**config.mk**
```make
export PLATFORM = sky130hd
export DESIGN_NAME = bcd_convert_scheduler_flat
export DESIGN_NICKNAME = d
export VERILOG_FILES = /design/src/rtl/display_pkg.sv /design/src/rtl/bcd_convert_scheduler_if.sv /design/src/rtl/rr_arbiter.sv /design/src/rtl/bcd_convert_scheduler.sv /design/src/flat_wrapper.sv
export SDC_FILE = /design/constraint.sdc
export NUM_CORES = 1
export LEC_CHECK = 0
export CAP_MARGIN = 5
export CORE_ASPECT_RATIO = 1.1
export CORE_UTILIZATION = 50
export DETAILED_ROUTE_END_ITERATION = 6
export GPL_TIMING_DRIVEN = 0
export PLACE_DENSITY = 0.73
export SETUP_SLACK_MARGIN = 0.5
export SYNTH_ARGS = -nofsm -noshare
export SYNTH_HDL_FRONTEND = slang
export SYNTH_HIERARCHICAL = 1
export SYNTH_SLANG_ARGS = --single-unit
```
**constraint.sdc**
```tcl
create_clock -name clk -period 2 [get_ports clk]
set_input_delay 0.4 -clock clk [delete_from_list [all_inputs] [get_ports clk]]
set_output_delay 0.4 -clock clk [all_outputs]
set_load 0.005 [all_outputs]
```
**src/rtl/display_pkg.sv**
```systemverilog
// Shared types and constants for the BCD conversion scheduler.
package display_pkg;

    typedef enum logic [1:0] {
        IDLE   = 2'd0,
        SUB100 = 2'd1,
        SUB10  = 2'd2,
        DONE   = 2'd3
    } state_e;

    localparam int unsigned BCD_W    = 4;
    localparam logic [7:0]  DIV_HUND = 8'd100;
    localparam logic [7:0]  DIV_TEN  = 8'd10;

endpackage

```
**src/rtl/bcd_convert_scheduler_if.sv**
```systemverilog
// Request/result bundle between score sources, the converter and the HEX drivers.
interface bcd_convert_scheduler_if
    import display_pkg::*;
#(
    parameter int unsigned NUM_REQ = 2,
    parameter int unsigned VALUE_W = 8,
    parameter int unsigned ID_W    = 1
);
    logic [NUM_REQ-1:0]         req_valid;
    logic [NUM_REQ*VALUE_W-1:0] req_value;
    logic [NUM_REQ-1:0]         req_ready;
    logic                       busy;
    logic                       done;
    logic [ID_W-1:0]            done_id;
    logic [BCD_W-1:0]           hundreds;
    logic [BCD_W-1:0]           tens;
    logic [BCD_W-1:0]           ones;

    modport master (
        output req_valid, req_value,
        input  req_ready, busy, done, done_id, hundreds, tens, ones
    );

    modport slave (
        input  req_valid, req_value,
        output req_ready, busy, done, done_id, hundreds, tens, ones
    );
endinterface

```
**src/rtl/rr_arbiter.sv**
```systemverilog
// Round-robin arbiter: searches from the source after the last winner.
module rr_arbiter #(
    parameter int unsigned NUM_REQ = 2,
    parameter int unsigned IDX_W   = 1
) (
    input  logic               clk,
    input  logic               rst_n,
    input  logic [NUM_REQ-1:0] req,
    input  logic               advance,
    output logic [NUM_REQ-1:0] grant,
    output logic [IDX_W-1:0]   grant_idx
);
    logic [IDX_W-1:0] ptr_q;
    logic [IDX_W-1:0] ptr_d;

    // Priority search starting at ptr_q+1, wrapping around.
    always_comb begin
        int unsigned idx;
        logic        found;
        idx       = 0;
        found     = 1'b0;
        grant     = '0;
        grant_idx = '0;
        for (int unsigned i = 1; i <= NUM_REQ; i++) begin
            idx = (32'(ptr_q) + i) % NUM_REQ;
            if (!found && req[idx]) begin
                grant[idx] = 1'b1;
                grant_idx  = IDX_W'(idx);
                found      = 1'b1;
            end
        end
    end

    // Winner becomes the lowest-priority source for the next round.
    always_comb begin
        ptr_d = ptr_q;
        if (advance) begin
            ptr_d = grant_idx;
        end
    end

    // Pointer starts at the last source so source 0 wins first.
    always_ff @(posedge clk or negedge rst_n) begin
        if (!rst_n) begin
            ptr_q <= IDX_W'(NUM_REQ - 1);
        end else begin
            ptr_q <= ptr_d;
        end
    end
endmodule

```
**src/rtl/bcd_convert_scheduler.sv**
```systemverilog
// Shares one repeated-subtraction binary-to-BCD converter between several sources.
module bcd_convert_scheduler
    import display_pkg::*;
#(
    parameter int unsigned NUM_REQ = 2,
    parameter int unsigned VALUE_W = 8,
    parameter int unsigned ID_W    = (NUM_REQ > 1) ? $clog2(NUM_REQ) : 1
) (
    input logic                    clk,
    input logic                    rst_n,
    bcd_convert_scheduler_if.slave bus
);
    state_e             state_q, state_d;
    logic [VALUE_W-1:0] work_q, work_d;
    logic [BCD_W-1:0]   h_q, h_d;
    logic [BCD_W-1:0]   t_q, t_d;
    logic [ID_W-1:0]    id_q, id_d;
    logic [BCD_W-1:0]   hundreds_q, hundreds_d;
    logic [BCD_W-1:0]   tens_q, tens_d;
    logic [BCD_W-1:0]   ones_q, ones_d;
    logic [ID_W-1:0]    done_id_q, done_id_d;
    logic               done_q, done_d;
    logic               busy_q, busy_d;

    logic [NUM_REQ-1:0] arb_grant;
    logic [ID_W-1:0]    arb_idx;
    logic               arb_advance;
    logic [NUM_REQ-1:0] req_ready_c;

    rr_arbiter #(
        .NUM_REQ (NUM_REQ),
        .IDX_W   (ID_W)
    ) u_arb (
        .clk       (clk),
        .rst_n     (rst_n),
        .req       (bus.req_valid),
        .advance   (arb_advance),
        .grant     (arb_grant),
        .grant_idx (arb_idx)
    );

    // Conversion FSM: accept, subtract hundreds, subtract tens, publish.
    always_comb begin
        state_d     = state_q;
        work_d      = work_q;
        h_d         = h_q;
        t_d         = t_q;
        id_d        = id_q;
        hundreds_d  = hundreds_q;
        tens_d      = tens_q;
        ones_d      = ones_q;
        done_id_d   = done_id_q;
        arb_advance = 1'b0;
        req_ready_c = '0;

        case (state_q)
            IDLE: begin
                req_ready_c = arb_grant;
                if (|bus.req_valid) begin
                    arb_advance = 1'b1;
                    work_d      = bus.req_value[32'(arb_idx)*VALUE_W +: VALUE_W];
                    id_d        = arb_idx;
                    h_d         = '0;
                    t_d         = '0;
                    state_d     = SUB100;
                end
            end
            SUB100: begin
                if (work_q >= VALUE_W'(DIV_HUND)) begin
                    work_d = work_q - VALUE_W'(DIV_HUND);
                    h_d    = h_q + BCD_W'(1);
                end else begin
                    state_d = SUB10;
                end
            end
            SUB10: begin
                if (work_q >= VALUE_W'(DIV_TEN)) begin
                    work_d = work_q - VALUE_W'(DIV_TEN);
                    t_d    = t_q + BCD_W'(1);
                end else begin
                    state_d = DONE;
                end
            end
            DONE: begin
                hundreds_d = h_q;
                tens_d     = t_q;
                ones_d     = work_q[BCD_W-1:0];
                done_id_d  = id_q;
                state_d    = IDLE;
            end
            default: begin
                state_d = IDLE;
            end
        endcase

        done_d = (state_q == DONE);
        busy_d = (state_d != IDLE);
    end

    // State, working registers and held results.
    always_ff @(posedge clk or negedge rst_n) begin
        if (!rst_n) begin
            state_q    <= IDLE;
            work_q     <= '0;
            h_q        <= '0;
            t_q        <= '0;
            id_q       <= '0;
            hundreds_q <= '0;
            tens_q     <= '0;
            ones_q     <= '0;
            done_id_q  <= '0;
            done_q     <= 1'b0;
            busy_q     <= 1'b0;
        end else begin
            state_q    <= state_d;
            work_q     <= work_d;
            h_q        <= h_d;
            t_q        <= t_d;
            id_q       <= id_d;
            hundreds_q <= hundreds_d;
            tens_q     <= tens_d;
            ones_q     <= ones_d;
            done_id_q  <= done_id_d;
            done_q     <= done_d;
            busy_q     <= busy_d;
        end
    end

    assign bus.req_ready = req_ready_c;
    assign bus.busy      = busy_q;
    assign bus.done      = done_q;
    assign bus.done_id   = done_id_q;
    assign bus.hundreds  = hundreds_q;
    assign bus.tens      = tens_q;
    assign bus.ones      = ones_q;
endmodule
```
**src/flat_wrapper.sv**
```systemverilog
// flat-port wrapper written by rule: the top's interface ports become plain ports
module bcd_convert_scheduler_flat import display_pkg::*;
#(
    parameter int unsigned NUM_REQ = 2,
    parameter int unsigned VALUE_W = 8,
    parameter int unsigned ID_W    = (NUM_REQ > 1) ? $clog2(NUM_REQ) : 1
)
  (clk, rst_n, bus_req_valid, bus_req_value, bus_req_ready, bus_busy, bus_done, bus_done_id, bus_hundreds, bus_tens, bus_ones);
  bcd_convert_scheduler_if #(.NUM_REQ(NUM_REQ), .VALUE_W(VALUE_W), .ID_W(ID_W)) bus_i ();
  input logic clk;
  input logic rst_n;
  input wire logic [$bits(bus_i.req_valid)-1:0] bus_req_valid;
  input wire logic [$bits(bus_i.req_value)-1:0] bus_req_value;
  output wire logic [$bits(bus_i.req_ready)-1:0] bus_req_ready;
  output wire logic [$bits(bus_i.busy)-1:0] bus_busy;
  output wire logic [$bits(bus_i.done)-1:0] bus_done;
  output wire logic [$bits(bus_i.done_id)-1:0] bus_done_id;
  output wire logic [$bits(bus_i.hundreds)-1:0] bus_hundreds;
  output wire logic [$bits(bus_i.tens)-1:0] bus_tens;
  output wire logic [$bits(bus_i.ones)-1:0] bus_ones;
  assign bus_i.req_valid = bus_req_valid;
  assign bus_i.req_value = bus_req_value;
  assign bus_req_ready = bus_i.req_ready;
  assign bus_busy = bus_i.busy;
  assign bus_done = bus_i.done;
  assign bus_done_id = bus_i.done_id;
  assign bus_hundreds = bus_i.hundreds;
  assign bus_tens = bus_i.tens;
  assign bus_ones = bus_i.ones;
  bcd_convert_scheduler #(.NUM_REQ(NUM_REQ), .VALUE_W(VALUE_W), .ID_W(ID_W)) u_core (.clk(clk), .rst_n(rst_n), .bus(bus_i));
endmodule
```
Yosys cells after proc, flatten, opt, wreduce, memory -nomap -nowiden
Index checks and enable logic that the tools add are counted. W data, S select, Z words.

Add/subtract/negate cells: 6. Multipliers: 0. Div/mod/pow operators: 0. $lt $le $gt $ge: 6. Equal/unequal tests: 6. Shifts and indexed selects: 1. Mux-type cells: 29. Bitwise gates (word level): 1. Reductions and logical operators: 14.

Operator list (count): $mux W8 (3); $pmux W8 S3 (1); $pmux W4 S2 (2); $shiftx A16 B5 Y8 (1); $mux W2 (6); $mux W4 (3); $mux W1 (11); $add A4 B1 Y4 const B (2); $ge A8 B4 Y1 const B (1); $ge A8 B7 Y1 const B (1); $pmux W2 S4 (1); $sub A8 B4 Y8 const B (1); $sub A8 B7 Y8 const B (1); $ne A2 B1 Y1 const B (3); $reduce_and A3 Y1 (2); $reduce_bool A2 Y1 (3); $eq A2 B2 Y1 const B (2); $lt A1 B2 Y1 const B (2); $reduce_and A4 Y1 (1); $logic_and A1 B1 Y1 (3); $reduce_bool A3 Y1 (1); $add A1 B1 Y1 const B (2); $demux W1 S1 (2); $eq A2 B1 Y1 const B (1); 6 further kinds (7).

Register bits: 35. Bits in latches: 0. Bits in writable memories: 0. Bits in read-only memories: 0. Bits of input ports: 20. Output and inout port bits: 17. Logic and storage cells: 75. Memories kept: 0.

Depth between registers and ports, before layout
Word-level depth: 10. Mapped depth: 9. Depth with buffers taken out: 8.

Cells and area by module
The synthesis kept the hierarchy.

Modules (own cells, without submodules): bcd_convert_scheduler (times used 1, cells an instance 207, area an instance 2088.3 um2, seq. area each 850.8 um2); rr_arbiter (times used 1, cells an instance 6, area an instance 71.3 um2, seq. area each 26.3 um2).

Worst setup path after synthesis
OpenSTA, ideal clock, no wires.

Path kind: register to register. Start: register u_core.work_q[2]. End: register u_core.t_q[3]. Data arrival time: 1774 ps. Data required time: 1931 ps. Path slack: 157 ps. Cell stages (with the launch flop): 8. Buffers on the path: 0. Cell sequence: dfrtp_1 > inv_1 > ha_1 > a21oi_1 > a31oi_4 > o21ai_2 > or4_1 > nand3_1.

Word-level cells in the longest chain between the ends: 3.

RTL lines: start: declaration (line bcd_convert_scheduler.sv:14) `logic [VALUE_W-1:0] work_q, work_d;`; start signal: assignment (line bcd_convert_scheduler.sv:116) `work_q <= work_d;`; $ge A8 B4 Y1 (line bcd_convert_scheduler.sv:77) `if (work_q >= VALUE_W'(DIV_TEN)) begin`; $ne A2 B1 Y1 (no line); $reduce_and A3 Y1 (no line); end signal: assignment (line bcd_convert_scheduler.sv:118) `t_q <= t_d;`; end: declaration (line bcd_convert_scheduler.sv:16) `logic [BCD_W-1:0] t_q, t_d;`.

No other way between the ends. A chain may end at the register's enable or synchronous reset.

Worst setup path in the final report
Start: register u_core.state_q[0]. End: register u_core.work_q[7].

Word-level cells in the longest chain between the ends: 3. Elaborated cells on any way between the ends: 9. Classes of those cells: eq/ne: 5; mux: 1; reduce/logical: 3.

RTL lines: start: declaration (line bcd_convert_scheduler.sv:13) `state_e state_q, state_d;`; start signal: assignment (line bcd_convert_scheduler.sv:115) `state_q <= state_d;`; $eq A2 B1 Y1, or another cell as far along (line bcd_convert_scheduler.sv:56) `case (state_q)`; $ne A2 B1 Y1 (no line) / $reduce_bool A3 Y1 (equally long branches); $reduce_and A4 Y1 (no line).

Parallel ways exist; a longest one is shown, timed or not.

==> results.env <==
LAYOUT_CELL_SHARE_WITH_DRIVE_STRENGTH_BEYOND_1_PCT=39.93
TIMING.FINAL.MAX_SLEW_VIOLATIONS=0
MAX-CLOCK-PATH-BUFFERS=2
SYNTH_SEQ_CELLS=35
NUM_VIAS=1955
GRT-OVFL-TOTAL=0
CRITPATHREQUIREDTIME_PS=2210
FINAL_CORE_UTIL_PCT=78.70
AVERAGE_VIAS_PER_PLACED_INSTANCE=5.750
HEIGHT_OF_THE_CHIP_UM=70.93
POST-SYNTH-TOP-AREA-CELL='sky130_fd_sc_hd__dfrtp_1'
DP_HPWL_UM=3384
STATIC-LEAKAGE-POWER_nW=1.462
DRT-WIRELENGTH-PER-CELL_UM=16.78
MAX_SLEW.WORST_PIN.SLEW_PS=791.9
PLACE.PORT_BUFFERS=36
DETAIL_ROUTE.WIRELENGTH_UM=5704
ANTENNA_VIOLATIONS_BEFORE_REPAIR=0
CTS_TREE='built'
ANTENNA-DIODE-COUNT=0
MAXSLEWHEADROOM_PCT=47.20
ROW_COUNT=24
CRITICAL_PATH_CELL_BY_CELL='inv_2 -> buf_6 -> ha_4 -> clkbuf_1 -> o41ai_1 -> a41oi_2 -> nor2_1 -> a211oi_2'
CLOCK-SKEW-FINAL_PS=4.516
SETUP_VIOL_COUNT_FINAL=0
GRT_PASS1_WL_UM=9108
SYNTH_NET_COUNT=244
START_UTIL_PCT=53.27
CTS-ROOT-BUF='sky130_fd_sc_hd__clkbuf_8'
YS_TOP_CELLS_BY_AREA='sky130_fd_sc_hd__dfrtp_1 39%, sky130_fd_sc_hd__mux2_2 7.3%, sky130_fd_sc_hd__ha_1 6.4%'
MAXCAPVIOLCOUNT=0
SYN_AREA_MM2=0.002160
SYNTHFLOPTYPE='sky130_fd_sc_hd__dfrtp_1'
STATUS='finished clean'
HTREE_NUM_LEVELS=2
MAX-VDD-IR-DROP_mV=0.9617
GRT.TOTAL_USAGE_PCT=26.34
CRIT_PATH_MAX_INCR_DELAY_PS=440
POSTSYNTHCELLCOUNT=213
SETUP_REPAIR_AFTER_GLOBAL_ROUTING_MISSED_ITS_MARGIN='true'
HIGHEST_ACHIEVABLE_CLOCK_RATE_GHz=0.5244
DIE_OUTLINE_AREA_MM2=0.004586
GLOBALPLACE.CONGESTION=0.8355
YS_WARN_COUNT=6
CRITICAL_PATH.SLOWEST_CELL='sky130_fd_sc_hd__clkbuf_1'
ROUTE.DETAILED.DRC=0
WORST-PATH-MAX-FANOUT=10
NFILLCELLS=263
YS_TYPES=54
CLKLATENCYLATEPIN_PS=290
CP_DATA_ARRIVAL_TIME_PS=2120
DRT_FIRST_PASS_ITERS=5
FIRST_GLOBAL_VIAS=1888
CTS_SINKS=35
TIMING.SETUP.CRITICAL_PATH_CLASS='reg2reg'
CRIT_PATH_END_KIND='flop'
INITIALDRTVIOLATIONCOUNT=145
FINAL.PERIOD_UTILIZATION_PCT=95.35
YS_SEQ_AREA_SHARE_PCT=40.61
DIE_W_UM=64.66
TIMING.FINAL.HOLD_VIOLATIONS=0
SYN_AVG_CELL_AREA_UM2=10.14
HOLD-WORST-SLACK_PS=186.1
TRITONCTS.NUM_BUFFERS=5
ASYNCSETRESETFLOPFRACSYNTH_PCT=100.0
CTSHOLDBUFFERS=0
FINISH.NET_COUNT=318
PLACEABLECOREAREA_MM2=0.004054
MIN-DELAY-PATH-CLASS='in2async'
IO_PINS=37
POWER_DENSITY_mW_PER_MM2=1623
MIN_PERIOD_PS=1907
CLK_PIN_SLEW_PS=70
CP-START-KIND='flop'
DETAIL-ROUTE-ANTENNA-NETS=0
GRT_START_MAX_NET_PINS=36
POST-SYNTH-TOP-AREA-FRACTION_PCT=39.40
NUMBER_OF_SYNTHESIZED_FLOPS_WITH_AN_ENABLE_PIN=0
AREAGROWTHSYNTHTOFINISH_PCT=47.74
## synthesized netlist by cell type (all sizes together), types with 3 or more instances
library cell and instances:
a211oi 4, a21boi 3, a21oi 6, a31oi 5
buf 7, clkbuf 4, dfrtp 34, ha 11
inv 14, mux2 15, mux2i 7, nand2 22
nand3 7, nor2 11, nor2b 3, o21ai 17
o22ai 4, o31ai 3, xnor2 3, xor2 3
## final cells by class
class | count | area, um^2 | area share [%]
sequential | 35 | 880.8 | 27.61
inverter | 14 | 56.30 | 1.765
clock inverter | 2 | 60.06 | 1.882
clock buffer | 6 | 72.57 | 2.275
buffer | 11 | 97.59 | 3.059
multi-input combinational | 153 | 1354 | 42.43
tap | 52 | 65.06 | 2.039
timing repair buffer | 67 | 604.3 | 18.94
## placed cells by master, fill, tap and decap left out, types with 6 or more instances in the layout
cell,netlist,final
sky130_fd_sc_hd__clkdlybuf4s50_1,0,16
sky130_fd_sc_hd__dlygate4sd2_1,0,17
sky130_fd_sc_hd__dfrtp_1,34,31
sky130_fd_sc_hd__nor2_1,11,10
sky130_fd_sc_hd__buf_6,5,16
sky130_fd_sc_hd__mux2i_1,7,7
sky130_fd_sc_hd__mux2_2,14,14
sky130_fd_sc_hd__nand2_1,22,18
sky130_fd_sc_hd__buf_4,0,20
sky130_fd_sc_hd__inv_1,14,7
sky130_fd_sc_hd__inv_2,0,6
sky130_fd_sc_hd__clkbuf_8,0,6
sky130_fd_sc_hd__o21ai_1,0,7
sky130_fd_sc_hd__ha_1,11,6
## kinds of logic after synthesis
kind of cell	count (synthesis)	synth area share [%]
buffers and inverters	25	6.257
xor gates and xnor gates	6	2.434
and+or+nand+nor	56	13.73
DFF	35	40.61
AOI/OAI and AO/OA	58	19.35
adders and majority gates	11	6.373
muxes	22	11.24
## metrics by stage
stage	setup TNS [ps]	setup slack (ps)	cells	instance area [um^2]	power, mW
2_1_floorplan	0	237.6	213	2223	2.846
3_3_place_gp	-11810	-425.5	301	2649	3.497
3_5_place_dp	-2100	-265.6	301	2644	3.530
4_1_cts	0	176.7	337	3100	4.869
5_1_grt	0	17.52	340	3191	5.504
6_report	0	93.02	340	3191	5.180
## critical path, delay by kind of cell (launching register included)
kind                     cells  cell delay, ps
buffers and inverters        3             650
AO/OA/AOI/OAI                3             550
flip-flops                   1             410
adder cells (fa/ha/maj)      1             140
AND/OR/NAND/NOR              1              70
## metal layers
metal / global-route usage, % / part of all wire, % / up-vias
li1: - / - / 927
met3: 6.129 / 3.9 / 14
met4: 11.85 / 2.8 / 0
met5: 0 / 0 / -
met1: 33.40 / 42 / 934
met2: 42.57 / 51 / 80
## where the power goes
part | switching, mW | internal (mW) | leakage [nW]
Clock | 0.265 | 0.498 | 0.0654
Sequential | 0.226 | 0.985 | 0.450
Combinational | 1.58 | 1.62 | 0.946
## state kept, by name, summed over array words and instances, names as in the netlist
register             cells
u_core/bus.tens          4
u_core/bus.hundreds      4
u_core/state_q           2
u_core/t_q               4
u_core/work_q            8
u_core/bus.done          1
u_core/h_q               4
u_core/u_arb/ptr_q       1
u_core/bus.busy          1
u_core/id_q              1
u_core/bus.done_id       1
u_core/bus.ones          4
## what timing repair did
item	CTS	global route
pin swaps	22	8
setup buffers	27	3
setup endpoints to repair	47	32
gates cloned	1	0
gates resized for setup	61	25
## path summary, 6_finish.rpt
kind                       slack, ps  cells past startpoint                      endpoint                        start
max in group asynchronous       1250                      1  u_core/work_q[1]$_DFFE_PN0P_                        rst_n
setup / recovery                  90                      8  u_core/work_q[7]$_DFFE_PN0P_  u_core/state_q[0]$_DFF_PN0_
min in group clk                 490                      2       u_core/id_q$_DFFE_PN0P_      u_core/id_q$_DFFE_PN0P_
hold / removal                   190                      1     u_core/bus.busy$_DFF_PN0_                        rst_n
hold reg to reg                  490                      2       u_core/id_q$_DFFE_PN0P_      u_core/id_q$_DFFE_PN0P_
setup reg to reg                  90                      8  u_core/work_q[7]$_DFFE_PN0P_  u_core/state_q[0]$_DFF_PN0_
No activity file was read; power rests on OpenSTA's default activity.
==> RTL change, RTL diff (same settings) <==
Re-encode `state_e` (4 states) as one-hot, 4 bits wide.
--- a/src/rtl/display_pkg.sv
+++ b/src/rtl/display_pkg.sv
@@ -1,11 +1,11 @@
 // Shared types and constants for the BCD conversion scheduler.
 package display_pkg;
 
-    typedef enum logic [1:0] {
-        IDLE   = 2'd0,
-        SUB100 = 2'd1,
-        SUB10  = 2'd2,
-        DONE   = 2'd3
+    typedef enum logic [3:0] {
+        IDLE   = 4'b0001,
+        SUB100 = 4'b0010,
+        SUB10  = 4'b0100,
+        DONE   = 4'b1000
     } state_e;
 
     localparam int unsigned BCD_W    = 4;
Behaviour: same outputs for any inputs over 10 cycles, from zero or initial values and one cycle with rst_n low; not proved beyond that.
==> RTL change against the unedited design <==
- the flow now finishes with violations (setup timing)
- combinational power fell by 19%
- area after synthesis is 1.6% lower
- power down 15%
- cell area decreased by 0.31%
- first-iteration DRC count decreased by 52%
- worst setup slack worse by 180 ps
- sequential cell count up 2
- die area down 1.6%
- routed wire length up 0.26%
- sequential share of layout area increased by 1.7 points
- largest power group unchanged
- highest routed layer unchanged
==> RTL change: results <==
export IMPL_status="finished with violations"
export IMPL_violations="setup timing"
export IMPL_htreeDepth=2
export IMPL_relSlewSlack_pct=45.2
export IMPL_syn_num_nets=222
export IMPL_multi_input_cells=134
export IMPL_vdd_ir_drop_max_uv=1030
export IMPL_setup_violations=8
export IMPL_vias=1844
export IMPL_cts_buffers=5
export IMPL_insertion_delay_ps=290
export IMPL_worstPathArrival_ps=2270
export IMPL_skew_ps=7.10
export IMPL_clkTransAtPathRegs_ps=70
export IMPL_cts_root_buf="clkbuf_8"
export IMPL_worst_slack_ps=-89.4
export IMPL_yosys_warnings=6
export IMPL_grt_pass1_wl_microns=8870
export IMPL_r2r_worst_path_cells=10
export IMPL_drive_above_1_share_pct=39.6
export IMPL_hold_class="in2async"
export IMPL_multi_input_area_share_pct=40.8
export IMPL_async_reset_ff_share_pct=100
export IMPL_signal_buffers=80
export IMPL_firstDrtPassIters=5
export IMPL_yosys_top_cells_area="dfrtp_1, mux2_2, mux2i_1, ha_1, nor2_1"
export IMPL_n_antenna_cell=0
export IMPL_ys_flop_type="dfrtp_1"
export IMPL_place_congestion=0.809
export IMPL_ys_seq_area_share_pct=43.7
export IMPL_yosysUniqueCellTypes=49
export IMPL_placement_setup_worst_slack_ps=-624
export IMPL_bufAreaShareNonClock_pct=23.2
export IMPL_power_leakage_uw=0.00151
export IMPL_n_all_inverters=11
export IMPL_antenna_found_initial=0
export IMPL_final_nets=296
export IMPL_post_dp_hpwl_microns=3570
export IMPL_regMostFlops="u_core/work_q"
export IMPL_track_usage_pct=26.0
export IMPL_grt_max_degree=38
export IMPL_power_switching_uw=1710
export IMPL_seqCellArea_sq_um=931
export IMPL_ys_top_cells_by_count="dfrtp_1, nor2_1, mux2_2, inv_1, mux2i_1"
export IMPL_port_buffers=36
export IMPL_largest_reg_flops=8
export IMPL_clock_path_buffers=2
export IMPL_cp_max_fo=7
export IMPL_nFlopsAndLatches=37
export IMPL_first_iter_violations=70
export IMPL_nClkBuffers=6
export IMPL_fillers=258
export IMPL_grt_pass1_vias=1888
export IMPL_drt_wirelength_per_cell_microns=17.8
export IMPL_clk_share_pct=3.38
export IMPL_fin_setup_tns_ps=-312
==> RTL change: cell types whose count changed after synthesis, sizes merged, moves of 3 or more <==
cell    unedited run  this run
a31oi              5         2
a211oi             4         7
ha                11         7
buf                7        10
inv               14        11
nand2             22         7
a21oi              6        10
mux2              15        18
mux2i              7        10
nor4b              1         4
nor2              11        18
o21ai             17         6
==> RTL change: worst paths after layout <==
path,startpoint,slack (ps),endpoint
max,u_core/work_q[2]$_DFFE_PN0P_,-90,u_core/work_q[6]$_DFFE_PN0P_
min,rst_n,210,u_core/state_q[3]$_DFF_PN0_
max reg2reg,u_core/work_q[2]$_DFFE_PN0P_,-90,u_core/work_q[6]$_DFFE_PN0P_
min reg2reg,u_core/bus.hundreds[1]$_DFFE_PN0P_,510,u_core/bus.hundreds[1]$_DFFE_PN0P_
max in group asynchronous,rst_n,1230,u_core/work_q[2]$_DFFE_PN0P_
min in group clk,u_core/bus.hundreds[1]$_DFFE_PN0P_,510,u_core/bus.hundreds[1]$_DFFE_PN0P_
==> RTL change: what timing repair did <==
item | CTS | global route
cloned | 1 | 0
hold endpoints to repair | 0 | 0
hold buffers | 0 | 0
endpoints found under the setup margin | 54 | 38
pin swaps | 7 | 2
resized for setup | 56 | 24
buffers inserted | 25 | 5
==> RTL change: logic make-up (layout without fill, tap and decap cells) <==
family / Yosys count / count (layout) / synth area share, %
mux: 28 / 28 / 14.6
flops: 37 / 37 / 43.7
fa+ha+maj: 7 / 7 / 4.12
buf+inv: 24 / 99 / 5.54
compound gates: 46 / 46 / 16.5
simple gates: 49 / 49 / 13.8
xor+xnor: 4 / 4 / 1.65
==> RTL change: worst max-delay path: stages (launching register included) <==
cell	delay, ps
dfrtp_2	440
inv_2	130
ha_1	230
nand2b_1	140
nand3_2	180
nand3_4	140
and3_1	200
buf_6	120
buf_4	140
buf_4	120
a21o_1	150
==> RTL change: stage by stage <==
stage | instance area [sq um] | util [%] | power (uW) | cells
global route | 3180 | 79.0 | 4640 | 322
finish | 3180 | 79.0 | 4380 | 322
detailed placement | 2640 | 65.5 | 3040 | 283
CTS | 3050 | 75.8 | 4160 | 317
floorplan | 2210 | - | 2560 | 195
global placement | 2640 | 65.6 | 2980 | 283
==> RTL change: power groups by stage <==
| stage | registers [uW] | logic [uW] | clock network, uW |
|---|---|---|---|
| floorplan | 1120 | 1440 | 0 |
| global placement | 1160 | 1820 | 0 |
| detailed placement | 1170 | 1870 | 0 |
| CTS | 1150 | 2360 | 646 |
| global route | 1180 | 2790 | 678 |
| finish | 1160 | 2590 | 634 |
==> RTL change: layer usage <==
metal  part of all wire, %  vias up  GRT usage, %
li1                      -      849             -
met1                    44      929          33.6
met2                    51       60          44.3
met3                   4.3        6          4.25
met4                  0.77        0          7.65
met5                     0        -             0
